<file path="src/rtl/fxp_accumulator.sv">
// Saturating group accumulator for signed fixed-point products.
// Sums num_terms inputs per group and emits one clamped result per group.
module fxp_accumulator #(
    parameter int n = 32,
    parameter int d = 16,
    parameter int m = 8
) (
    input  logic         clk,
    input  logic         reset,
    input  logic         recv_val,
    output logic         recv_rdy,
    input  logic [n-1:0] recv_msg,
    input  logic [m-1:0] num_terms,
    output logic         send_val,
    input  logic         send_rdy,
    output logic [n-1:0] send_msg,
    output logic         send_ovf
);

    if (d >= n) begin : g_bad_frac
        $error("fractional bits must be fewer than data bits");
    end

    typedef enum logic [1:0] {
        IDLE  = 2'b00,
        ACCUM = 2'b01,
        DONE  = 2'b10
    } state_t;

    localparam logic [m-1:0] ONE_M   = {{(m-1){1'b0}}, 1'b1};
    localparam logic [n-1:0] SAT_MAX = {1'b0, {(n-1){1'b1}}};
    localparam logic [n-1:0] SAT_MIN = {1'b1, {(n-1){1'b0}}};

    state_t       state_q, state_d;
    logic [n-1:0] acc_q, acc_d;
    logic [m-1:0] cnt_q, cnt_d;
    logic [m-1:0] tgt_q, tgt_d;
    logic         ovf_q, ovf_d;

    logic [n:0]   sum_ext;
    logic         sat;
    logic [n-1:0] sum_sat;
    logic [m-1:0] cnt_inc;
    logic [m-1:0] tgt_first;

    // One guard bit: overflow shows up as a disagreement of the top two bits.
    assign sum_ext   = {acc_q[n-1], acc_q} + {recv_msg[n-1], recv_msg};
    assign sat       = sum_ext[n] ^ sum_ext[n-1];
    assign sum_sat   = sat ? (sum_ext[n] ? SAT_MIN : SAT_MAX)
                           : sum_ext[n-1:0];
    assign cnt_inc   = cnt_q + ONE_M;
    assign tgt_first = (num_terms == '0) ? ONE_M : num_terms;

    always_comb begin
        state_d = state_q;
        acc_d   = acc_q;
        cnt_d   = cnt_q;
        tgt_d   = tgt_q;
        ovf_d   = ovf_q;
        case (state_q)
            IDLE: begin
                if (recv_val) begin
                    acc_d   = recv_msg;
                    cnt_d   = ONE_M;
                    ovf_d   = 1'b0;
                    tgt_d   = tgt_first;
                    state_d = (tgt_first == ONE_M) ? DONE : ACCUM;
                end
            end
            ACCUM: begin
                if (recv_val) begin
                    acc_d = sum_sat;
                    cnt_d = cnt_inc;
                    ovf_d = ovf_q | sat;
                    if (cnt_inc == tgt_q) begin
                        state_d = DONE;
                    end
                end
            end
            DONE: begin
                if (send_rdy) begin
                    state_d = IDLE;
                end
            end
            default: state_d = IDLE;
        endcase
    end

    always_ff @(posedge clk) begin
        if (!reset) begin
            state_q <= IDLE;
            acc_q   <= '0;
            cnt_q   <= '0;
            tgt_q   <= '0;
            ovf_q   <= 1'b0;
        end else begin
            state_q <= state_d;
            acc_q   <= acc_d;
            cnt_q   <= cnt_d;
            tgt_q   <= tgt_d;
            ovf_q   <= ovf_d;
        end
    end

    assign recv_rdy = (state_q == IDLE) || (state_q == ACCUM);
    assign send_val = (state_q == DONE);
    assign send_msg = acc_q;
    assign send_ovf = ovf_q;

endmodule

</file>
<file path="config.mk">
export PLATFORM = sky130hd
export DESIGN_NAME = fxp_accumulator
export DESIGN_NICKNAME = d
export VERILOG_FILES = /design/src/rtl/fxp_accumulator.sv
export SDC_FILE = /design/constraint.sdc
export NUM_CORES = 1
export LEC_CHECK = 0
export CORE_MARGIN = 4
export CORE_UTILIZATION = 25
export CTS_CLUSTER_DIAMETER = 100
export DETAILED_ROUTE_END_ITERATION = 6
export RECOVER_POWER = 100
export SYNTH_ARGS = -nofsm -noshare
export SYNTH_HDL_FRONTEND = slang
export SYNTH_SLANG_ARGS = --single-unit
</file>
<file path="constraint.sdc">
create_clock -name clk -period 2.4 [get_ports clk]
set_input_delay 0.24 -clock clk [delete_from_list [all_inputs] [get_ports clk]]
set_output_delay 0.24 -clock clk [all_outputs]
set_load 0.01 [all_outputs]
</file>
==> impl_metrics.env <==
export IMPL_async_flop_share_pct=0
export IMPL_post_dp_hpwl_mm=11.3
export IMPL_synthFlopType="dfxtp_1"
export IMPL_antenna_found_initial=0
export IMPL_core_area_mm2=0.0166
export IMPL_yosys_area_top_type="dfxtp_1"
export IMPL_drt_iter0_markers=435
export IMPL_path_clk_slew_ps=80
export IMPL_ys_types=56
export IMPL_crit_fanout=6
export IMPL_ir_drop_mv=0.258
export IMPL_yosys_register_bits=51
export IMPL_dieArea_mm2=0.0192
export IMPL_maxSlewHeadroom_pct=60.2
export IMPL_wl_mm=16.0
export IMPL_setup_tns_ps=-8220
export IMPL_syn_inst=591
export IMPL_cts_buffer_depth=2
export IMPL_final_nets=897
export IMPL_clock_sinks=51
export IMPL_yosys_warnings=0
export IMPL_cp_data_arrival_time_ps=2970
export IMPL_start_util_pct=25.6
export IMPL_path_class="reg2reg"
export IMPL_numCtsBuffers=5
export IMPL_setup_viol=32
export IMPL_power_per_cell_area_mw_per_mm2=505
export IMPL_drc=0
export IMPL_diodes=0
export IMPL_grt_pass1_wl_mm=25.4
export IMPL_cts_max_level=2
export IMPL_finClkSkew_ps=5.42
export IMPL_grt_pass1_vias=5029
export IMPL_dr_total_vias=5077
export IMPL_cts_tree="yes"
export IMPL_rsz0062_at_grt="true"
export IMPL_dr_pass1_iters=4
export IMPL_die_h_um=139
export IMPL_slew_violations=0
export IMPL_gp_congestion=0.873
export IMPL_seq_area_frac_synth_pct=24.0
export IMPL_required_ps=2640
export IMPL_gr_usage_all_layers_pct=15.8
export IMPL_area_growth_pct=77.7
export IMPL_synth_net_count=669
export IMPL_period_minus_slack_ps=2730
export IMPL_ios=79
export IMPL_vias_per_cell=4.88
export IMPL_overflow=0
export IMPL_worstSetupStartpointType="flop"
export IMPL_power_w=0.00382
export IMPL_synth_avg_cell_area_um2=7.20
export IMPL_die_w_um=139
export IMPL_max_clock_freq_mhz=366
export IMPL_layout_drive_gt1_share_pct=37.3
export IMPL_violations="negative setup slack"
export IMPL_post_route_period_util_pct=114
export IMPL_clock_latency_ps=310
export IMPL_cts_root_buffer="clkbuf_16"
export IMPL_port_buffers=78
export IMPL_grt_max_degree=38
export IMPL_crit_path_end_kind="flop"
export IMPL_power_leakage_nw=3.16
export IMPL_worst_slack_ps=-333
export IMPL_ant_nets=0
export IMPL_drv_cap=0
export IMPL_synthesis_area_mm2=0.00426
export IMPL_holdPathStages=3
export IMPL_synth_edf_count=0
export IMPL_routedWlPerCell_um=15.4
export IMPL_synth_top_area_share_pct=24.0
export IMPL_ys_top_cells_by_area="dfxtp_1 (24%), ha_1 (9.7%), a21oi_1 (9.3%)"
export IMPL_final_hold_violation_count=0
export IMPL_status="finished, violations left"
export IMPL_r2r_cells=14
export IMPL_tightest_slew_ps=597
export IMPL_hold_path_class="in2reg"
export IMPL_fp_row_count=47
[worst max-delay path: stages (launching register included)]
cell and delay (ps):
dfxtp_2 340, ha_4 290, buf_6 100, nand4_1 200, nor4_4 370, o31ai_4 120
nand3_1 120, o211a_4 180, buf_6 100, o41ai_4 70, o211ai_4 300, buf_6 180
buf_12 130, a31oi_1 40, o21ai_1 130
[cell type report]
| cell class | count | area [µm²] |
|---|---|---|
| tap | 220 | 275 |
| multi-input combinational | 492 | 3790 |
| fill | 1598 | 9080 |
| sequential | 51 | 1040 |
| clock inverter | 3 | 26.3 |
| clock buffer | 5 | 125 |
| timing repair buffer | 255 | 2260 |
| inverter | 14 | 52.6 |
[sequential cells by signal (all words and copies together) (netlist names)]
name / flops
cnt_q: 8
send_msg: 32
state_q: 2
send_ovf: 1
tgt_q: 8
[per-layer routing]
metal	track usage [%]	share of wire [%]	routed length (µm)	up-vias
met4	3.69	1.2	188	0
met1	21.4	47	7560	2389
met5	0	0	0	-
met3	2.73	3.1	503	12
li1	-	-	-	2597
met2	26.4	48	7740	79
[synthesized netlist by cell type (all sizes together) (11+ instances only)]
cell     n
nor3    11
o21ai   79
nor2    44
dfxtp   51
nand3   13
ha      33
xor2    15
buf     16
nand2   86
inv     14
a31oi   17
xnor2   25
clkbuf  18
a21oi   82
[layout by cell type, fill, tap and decap left out, types with 4 or more instances in the layout]
master	instances
a31oi_1	12
nand2_1	84
a21oi_4	9
o21ai_0	47
nand4_1	9
nor2b_1	6
nor2_1	43
ha_4	28
nand3_2	5
ha_1	5
nand3_1	8
xor2_1	15
xnor2_1	24
dfxtp_2	14
inv_1	13
dlymetal6s2s_1	10
a21oi_1	46
a21o_1	6
a211oi_1	4
dfxtp_1	36
clkdlybuf4s50_1	22
buf_4	157
clkbuf_16	7
nor3_1	9
dlygate4sd2_1	13
dlygate4sd3_1	33
a21oi_2	27
o21ai_1	31
buf_6	10
o211ai_1	9
[logic make-up (layout without fill, tap and decap cells)]
| kind of cell | Yosys count | after routing | synth area share (%) |
|---|---|---|---|
| flops | 51 | 51 | 24.0 |
| buf+inv | 48 | 277 | 5.58 |
| fa+ha+maj | 34 | 34 | 10.2 |
| simple gates | 190 | 190 | 20.2 |
| xor+xnor | 40 | 40 | 8.23 |
| compound gates | 228 | 228 | 31.9 |
[where the power goes]
| group | total, W | internal [W] | switching [W] |
|---|---|---|---|
| sequential | 0.000988 | 0.000922 | 0.0000661 |
| combinational | 0.00205 | 0.00106 | 0.000983 |
| clock | 0.000783 | 0.000398 | 0.000385 |
| total | 0.00382 | 0.00238 | 0.00143 |
[path summary, 6_finish.rpt]
check,start,end,slack [ps]
setup / recovery,send_msg[12],send_msg[2],-330
hold / removal,recv_msg[28],send_msg[28],270
setup reg to reg,send_msg[12],send_msg[2],-330
hold reg to reg,tgt_q[5],tgt_q[5],470
[repair_timing]
| action | in CTS | in global routing |
|---|---|---|
| cloned | 2 | 2 |
| pin swaps | 36 | 43 |
| resized for setup | 73 | 68 |
| buffers inserted | 11 | 11 |
| hold buffers | 0 | 0 |
| endpoints found under the setup margin | 33 | 33 |
[stage by stage]
stage                     instances  hold WS, ps  setup slack (ps)  utilization, %  cell area [µm²]
after floorplan                 591          356              -199               -             4530
after global placement         1007          459              -698            39.2             6520
after detailed placement       1007          462              -799            39.2             6520
after CTS                      1027          384              -401            42.7             7100
after global routing           1040          304              -444            45.5             7560
final                          1040          272              -333            45.5             7560
Note: power is estimated with default switching activity, not from simulation.
